$ cat src/rtl/cpu_ctrl_pkg.sv
// Shared definitions for the CPU phase sequencer: FSM state encoding and the
// default instruction-cycle geometry used by the core top.
package cpu_ctrl_pkg;

    typedef enum logic [1:0] {
        ST_HALT = 2'd0,
        ST_RUN  = 2'd1,
        ST_STEP = 2'd2
    } state_t;

    localparam int DEF_DIV      = 4;
    localparam int DEF_RF_PHASE = 1;

endpackage

$ cat src/rtl/cpu_phase_ctrl_phase_counter.sv
// Modulo-DIV phase counter with enable, synchronous clear and terminal count.
// Clear has priority over enable.
module phase_counter #(
    parameter int DIV = 4,
    parameter int PW  = $clog2(DIV)
) (
    input  logic          clk,
    input  logic          clr,
    input  logic          en,
    output logic [PW-1:0] phase,
    output logic          tc
);

    localparam logic [PW-1:0] LAST = PW'(DIV - 1);

    assign tc = (phase == LAST);

    always_ff @(posedge clk) begin
        if (clr) begin
            phase <= '0;
        end else if (en) begin
            phase <= tc ? '0 : phase + PW'(1);
        end
    end

endmodule

$ cat src/rtl/cpu_phase_ctrl.sv
// Single-clock CPU phase sequencer: turns the system clock into one-cycle
// pipeline / register-file enables with run/halt, single-step and stall hold.
module cpu_phase_ctrl
    import cpu_ctrl_pkg::*;
#(
    parameter int  DIV      = DEF_DIV,
    parameter int  RF_PHASE = DEF_RF_PHASE,
    localparam int PW       = $clog2(DIV)
) (
    input  logic          clk,
    input  logic          rst,
    input  logic          run,
    input  logic          step,
    input  logic          stall,
    output logic          ce_cpu,
    output logic          ce_rf,
    output logic [PW-1:0] phase,
    output logic          halted,
    output logic [31:0]   cycle_cnt
);

    state_t state;
    state_t state_nxt;
    logic   step_q;
    logic   step_rise;
    logic   active;
    logic   tc;

    assign active    = (state != ST_HALT) && !stall && !rst;
    assign step_rise = step && !step_q;
    assign ce_cpu    = active && tc;
    assign ce_rf     = active && (phase == PW'(RF_PHASE));
    assign halted    = (state == ST_HALT);

    // Phase is parked at 0 whenever halted so the first running cycle is phase 0.
    phase_counter #(
        .DIV (DIV),
        .PW  (PW)
    ) u_phase (
        .clk   (clk),
        .clr   (rst || (state == ST_HALT)),
        .en    (active),
        .phase (phase),
        .tc    (tc)
    );

    always_ff @(posedge clk) begin
        if (rst) begin
            state     <= ST_HALT;
            step_q    <= 1'b0;
            cycle_cnt <= '0;
        end else begin
            state  <= state_nxt;
            step_q <= step;
            if (ce_cpu) begin
                cycle_cnt <= cycle_cnt + 32'd1;
            end
        end
    end

    // Leaving RUN/STEP only happens on ce_cpu, so an instruction cycle always completes.
    always_comb begin
        state_nxt = state;
        case (state)
            ST_HALT: begin
                if (run) begin
                    state_nxt = ST_RUN;
                end else if (step_rise) begin
                    state_nxt = ST_STEP;
                end
            end
            ST_RUN: begin
                if (ce_cpu && !run) begin
                    state_nxt = ST_HALT;
                end
            end
            ST_STEP: begin
                if (ce_cpu) begin
                    state_nxt = run ? ST_RUN : ST_HALT;
                end
            end
            default: state_nxt = ST_HALT;
        endcase
    end

endmodule

$ cat config.mk
export PLATFORM = sky130hd
export DESIGN_NAME = cpu_phase_ctrl
export DESIGN_NICKNAME = d
export VERILOG_FILES = /design/src/rtl/cpu_ctrl_pkg.sv /design/src/rtl/cpu_phase_ctrl_phase_counter.sv /design/src/rtl/cpu_phase_ctrl.sv
export SDC_FILE = /design/constraint.sdc
export NUM_CORES = 1
export LEC_CHECK = 0
export ABC_CLOCK_PERIOD_IN_PS = 3200
export BUFFER_PORTS_ARGS = -buffer_cell sky130_fd_sc_hd__buf_2
export CAP_MARGIN = 10
export CORE_MARGIN = 1
export CORE_UTILIZATION = 35
export CTS_BUF_LIST = sky130_fd_sc_hd__clkbuf_16
export DETAILED_ROUTE_END_ITERATION = 12
export GPL_TIMING_DRIVEN = 0
export PLACE_DENSITY = 0.55
export SETUP_SLACK_MARGIN = 0.2
export SLEW_MARGIN = 20
export SYNTH_ARGS = -nofsm -noshare
export SYNTH_HDL_FRONTEND = slang
export SYNTH_HIERARCHICAL = 1
export SYNTH_SLANG_ARGS = --single-unit
export TNS_END_PERCENT = 50
$ cat constraint.sdc
create_clock -name clk -period 3.2 [get_ports clk]
set_clock_uncertainty 0.15 [all_clocks]
set_input_delay 0.32 -clock clk [delete_from_list [all_inputs] [get_ports clk]]
set_output_delay 0.32 -clock clk [all_outputs]
set_load 0.01 [all_outputs]
==> reports/qor.txt, run 1 <==
Outcome - complete, no violations
Gate Count Post-Synth - 219
Critical path class - register to register
Yosys reg bits - 37
Fin util - 45.0%
Post-synthesis adder-cell area fraction - 1.34%
DRC - 0
Via density - 5.19
Antenna fix cells - 0
Cell Rows - 26
First-pass GRT wire length - 6.91 mm
Synthesized area per cell - 8.52 µm²
Post-Synth XOR/XNOR Area - 3.76%
Root buffer cell - clkbuf_16
Crit. End Element - register
CTS tree - yes
Comb pwr share - 3.7%
Die ar. - 5630 µm²
Setup crit start kind - register
Vias - 1753
Lkg Pwr - 0.899 nW
Core area - 5110 µm²
GR Util All Layers - 16.4%
Sequential area share after synthesis - 39.7%
I/O pin cnt - 42
Switching power - 0.207 mW
Max Buffers Root-to-Sink - 2
Num CTS Buffers - 5
CTS clock-pin slew for the worst setup and hold paths - 0.06 ns
Fill count - 531
Post-cts sizing count - 0
Clock tree sinks - 37
Share of layout cells above drive strength 1 - 23.1%
Hold crit path type - input port to register
Final hold violation count - 0
Setup violations, final - 0
Drt pass-1 iters - 4
Post-route cell area - 2300 µm²
Fin crit share - 77.3%
Clock power frac - 48.0%
CP Data Arrival Time - 2.49 ns
Final WL - 4.38 mm
Internal power - 0.758 mW
Die X - 75.0 µm
Max IR drop VDD - 0.201 mV
Switching share of total power - 21.4%
Mux share of post-synthesis cell area - 7.71%
Vias in the first global route - 1433
Area of placed instances - 2160 µm²
PortBufs - 41
Synth Warn # - 6
Initial antenna violation count - 0
Initial core utilization - 36.5%
Simple-gate share of the synthesized area - 33.6%
Total Neg Setup Slack - 0 ns
Reg power frac - 48.3%
Max-cap violations - 0
Power Density - 420 nW/µm²
Largest net degree at the start of global routing - 12
Synth Area in Compound Gates - 9.79%
Initial DRC Count - 91
DPL Wire Length - 3.19 mm
Routed len/inst - 13.0 µm
Required time worst endpoint - 3.22 ns
CTS Hold Bufs - 0
Mapped cell area - 1870 µm²
Clk_lat worst skew - 0.28 ns
Slew margin rel. - 66.1%
RSZ-0062 raised after global routing - false
ANT nets after route - 0
# Post-CTS Setup Buffers - 0
Slew Limit Fails - 0
Die Span Y - 75.0 µm
Final GP Congestion - 0.701
Area growth, synth to finish - 23.1%
Largest family of logic cells by synthesized area - simple AND/OR/NAND/NOR gates
Number of nets in the layout - 274
Grt ovf - 0
Post-Synthesis Net Count - 226
Worst-margin pin slew - 0.508 ns
Post-synth cell types - 40
Final Critical Period - 2.47 ns
H-tree levels - 2
Critical path peak fanout - 9
F_max - 404 MHz
state kept, by name, summed over array words and instances (netlist names):
name           count
cycle_cnt         32
step_q             1
state              2
u_phase/phase      2
power groups by stage:
stage | clock network [mW] | registers, mW | logic (mW)
global route | 0.494 | 0.466 | 0.0399
floorplan | 0 | 0.475 | 0.0237
CTS | 0.477 | 0.466 | 0.0364
finish | 0.463 | 0.466 | 0.0355
detailed placement | 0 | 0.476 | 0.0363
global placement | 0 | 0.476 | 0.0361
synthesized netlist by cell type, drive strengths merged:
cell / n / area (µm²)
or4: 9 / 67.6
or3b: 1 / 8.76
o21ai: 7 / 35.0
mux2i: 2 / 20.0
a211oi: 1 / 7.51
and4b: 1 / 10.0
and3: 2 / 12.5
nand2b: 3 / 18.8
a21oi: 14 / 70.1
nor3: 5 / 25.0
and4: 4 / 35.0
xor2: 5 / 43.8
dfxtp: 37 / 741
or4b: 1 / 10.0
mux2: 11 / 124
nor2b: 11 / 68.8
nand2: 12 / 45.0
nand4: 8 / 50.1
o31ai: 7 / 52.6
a21o: 1 / 7.51
nand4b: 1 / 8.76
or3: 6 / 37.5
nand3b: 1 / 7.51
ha: 2 / 25.0
nor4b: 2 / 23.8
or2: 1 / 6.26
nor2: 24 / 90.1
nand3: 9 / 45.0
xnor2: 3 / 26.3
and2: 1 / 6.26
inv: 7 / 28.8
buf: 2 / 12.5
nor4: 8 / 50.1
clkbuf: 9 / 35.0
o21ba: 1 / 10.0
metal layers:
metal	share of wire [%]	GRT usage (%)	routed length (µm)	vias to the layer above
li1	-	-	-	899
met4	1.3	5.66	55	0
met1	50	23.0	2200	810
met5	0	0	0	-
met3	4.6	4.02	203	6
met2	44	24.4	1920	38
cell families after synthesis:
group / after synthesis
simple gates: 110
mux: 13
compound gates: 31
fa+ha+maj: 2
xor+xnor: 8
buf+inv: 18
flops: 37
cell type report:
| type | count | area (µm²) | share of cell area [%] |
|---|---|---|---|
| Buffer | 11 | 47.5 | 2.07 |
| Clock buffer | 5 | 125 | 5.45 |
| Clock inverter | 3 | 12.5 | 0.545 |
| Inverter | 7 | 28.8 | 1.25 |
| Multi-Input combinational cell | 164 | 1050 | 45.7 |
| Sequential cell | 37 | 741 | 32.3 |
| Tap cell | 70 | 87.6 | 3.81 |
| Timing Repair Buffer | 41 | 205 | 8.94 |
stage by stage:
stage                     power [mW]  setup slack (ns)  hold WS (ns)  std cells
final                          0.964             0.726         0.113        338
after CTS                      0.979             0.745         0.116        338
after global routing            1.00             0.573         0.142        338
after floorplan                0.499              1.02         0.298        219
after global placement         0.512             0.796         0.339        330
after detailed placement       0.512             0.784         0.339        330
path summary, 6_finish.rpt:
| path | endpoint | start | slack (ns) | cells after the start |
|---|---|---|---|---|
| setup / recovery | cycle_cnt[31] | u_phase/phase[0] | 0.73 | 6 |
| hold / removal | step_q | step | 0.11 | 2 |
| setup reg to reg | cycle_cnt[31] | u_phase/phase[0] | 0.73 | 6 |
| hold reg to reg | state[1] | state[0] | 0.35 | 1 |
layout by cell type (no fill, tap or decap), types with 2 or more instances in the layout:
master	instances
nor2b_1	11
nor3_1	5
mux2_2	8
o21ai_0	7
inv_1	6
clkbuf_16	5
and3_1	2
mux2_1	3
nand2b_1	3
and4_1	4
mux2i_1	2
nand2_1	12
nor2_1	24
nor4_1	8
nand3_1	9
o31ai_1	7
xor2_1	5
ha_1	2
or3_1	6
clkbuf_1	8
or4_1	9
dfxtp_1	37
a21oi_1	14
clkinv_1	2
buf_2	42
nand4_1	8
xnor2_1	3
worst max-delay path, stage by stage, from the launching register on:
cell	delay, ns
dfxtp_1	0.39
ha_1	0.27
nand3b_1	0.16
or3_1	0.36
clkbuf_1	0.25
nor4_1	0.40
mux2_2	0.37
Power figures use the tool's default switching activity.
==> run 2, diff against run 1 <==
- ABC_CLOCK_PERIOD_IN_PS: 3200 -> 2600
- clock period: 3.2 -> 2.6 ns (I/O delays scaled with it)
==> run 2 against run 1 <==
Effect of this change: core utilization up 0.44 points; critical path depth shrank 1; final area grew 0.98%; die area unchanged; wire length up 0.30%; register-to-register slack got worse by 0.44 ns; setup slack got worse by 0.44 ns; critical path type unchanged; largest power group unchanged.
==> reports/qor.txt, run 2 (synthesis results as in run 1) <==
Number of nets in the layout - 274 (unchanged)
Num CTS Buffers - 5 (unchanged)
Sequential cell area - 741 µm² (unchanged)
Largest net degree at the start of global routing - 12 (unchanged)
PortBufs - 41 (unchanged)
I/O pin cnt - 42 (unchanged)
Root buffer cell - clkbuf_16
Reg2Reg Depth - 5 (-1)
ANT nets after route - 0 (unchanged)
Area occupied by multi-input gates - 1070 µm² (+2.0%)
Vias - 1753 (unchanged)
Area of placed instances - 2160 µm² (unchanged)
Via density - 5.19 (unchanged)
Commonest cells after routing, fill and taps aside - buf_2 (43), dfxtp_1 (37), nor2_1 (24), a21oi_1 (14), nand2_1 (12)
Clock tree sinks - 37 (unchanged)
Routed len/inst - 13.0 µm (+0.30%)
Core area - 5110 µm² (unchanged)
Most common cell after layout, fill and taps aside - buf_2
Slew Limit Fails - 0 (unchanged)
Setup crit start kind - register
Max Buffers Root-to-Sink - 2 (unchanged)
DRC - 0 (unchanged)
Slew margin rel. - 65.4% (-0.74 points)
Setup violations, final - 0 (unchanged)
Power Density - 513 nW/µm² (+22%)
CTS clock-pin slew for the worst setup and hold paths - 0.06 ns (about the same)
Die Span Y - 75.0 µm (unchanged)
Fin crit share - 89.0% (+12 points)
Crit. End Element - register
CTS tree - yes
Die ar. - 5630 µm² (unchanged)
Hold crit path type - input port to register
Die X - 75.0 µm (unchanged)
GR Util All Layers - 16.3% (-0.085 points)
Initial antenna violation count - 0 (unchanged)
Max-cap violations - 0 (unchanged)
Final hold violation count - 0 (unchanged)
Required time worst endpoint - 2.62 ns (-0.60 ns)
Initial core utilization - 36.5% (unchanged)
DP Worst Slack - 0.184 ns (-0.600 ns)
Outcome - complete, no violations
RSZ-0062 raised after global routing - true
Critical path class - register to register
CTS Hold Bufs - 0 (unchanged)
Worst setup margin - 0.286 ns (-0.441 ns)
Critical path peak fanout - 8 (-1)
Vias in the first global route - 1435 (+0.14%)
Final Critical Period - 2.31 ns (-0.159 ns)
Lkg Pwr - 0.897 nW (-0.21%)
DPL Wire Length - 3.19 mm (unchanged)
Area growth, synth to finish - 24.3%
Max IR drop VDD - 0.247 mV (+23%)
H-tree levels - 2 (unchanged)
Clk_lat worst skew - 0.28 ns (about the same)
CP Data Arrival Time - 2.33 ns (-0.16 ns)
Max reg flops - 32 (unchanged)
Antenna fix cells - 0 (unchanged)
Fill count - 528 (-0.56%)
Cell Rows - 26 (unchanged)
Grt ovf - 0 (unchanged)
Largest regs - cycle_cnt (32), state (2), u_phase/phase (2)
First-pass GRT wire length - 6.88 mm (-0.39%)
Drt pass-1 iters - 7 (+3)
Initial DRC Count - 92 (+1.1%)
Biggest register - cycle_cnt
Share of layout cells above drive strength 1 - 25.0% (+1.9 points)
Worst-margin pin slew - 0.517 ns (+0.00956 ns)
Post-route cell area - 2320 µm² (+0.98%)
F_max - 432 MHz (+6.9%)
Total Neg Setup Slack - 0 ns (unchanged)
Final GP Congestion - 0.701 (unchanged)
Final WL - 4.40 mm (+0.30%)
Worst Hold Depth - 2 (unchanged)
## run 2: cell types whose count changed in the layout (fill, tap and decap cells not counted), sizes merged
cell	previous run	this run
buf	43	44
clkbuf	14	13
## run 2: per-stage QoR
stage               cells  utilization [%]  hold WS [ns]  total power [mW]
finish                338             45.4        0.0527              1.19
global route          338             45.4        0.0836              1.23
global placement      330             42.3         0.339             0.630
detailed placement    330             42.3         0.339             0.630
floorplan             219                -         0.238             0.614
CTS                   338             45.1        0.0562              1.21
## run 2: routing by layer
layer / routed length, µm / vias up / global-route usage (%)
met5: 0 / - / 0
met4: 55 / 0 / 5.66
met3: 179 / 6 / 4.02
met2: 1930 / 33 / 24.5
met1: 2240 / 816 / 22.7
li1: - / 898 / -
## run 2: power by group
part	internal, mW	leakage [nW]	switching (mW)
Combinational	0.0159	0.530	0.0278
Sequential	0.570	0.299	0.00305
Clock	0.346	0.0687	0.226
## run 2: area by class of cell
cell class / instances / area share, %
clock buffers: 5 / 5.40
clock inverters: 3 / 0.540
well taps: 70 / 3.78
multi-input cells: 164 / 46.1
plain buffers: 11 / 2.10
inverters: 7 / 1.24
flip-flops and latches: 37 / 31.9
repair buffers: 41 / 8.85
## run 2: worst paths after layout
kind                               startpoint             to  slack [ns]
worst min register to register       state[0]       state[1]        0.35
worst max-delay path            cycle_cnt[14]  cycle_cnt[30]        0.29
worst min-delay path                     step         step_q        0.05
worst max register to register  cycle_cnt[14]  cycle_cnt[30]        0.29
## run 2: repair_timing
action,CTS,global route
gates cloned,0,0
setup endpoints to repair,1,12
pin swaps,0,0
setup buffers,0,0
resized for setup,1,6
## run 2: critical path, cell delays in order, from the launching register on
cell and delay [ns]:
dfxtp_1 0.46, nand4_1 0.21, or4_1 0.53, clkbuf_2 0.19, nor4_1 0.30, mux2_1 0.35
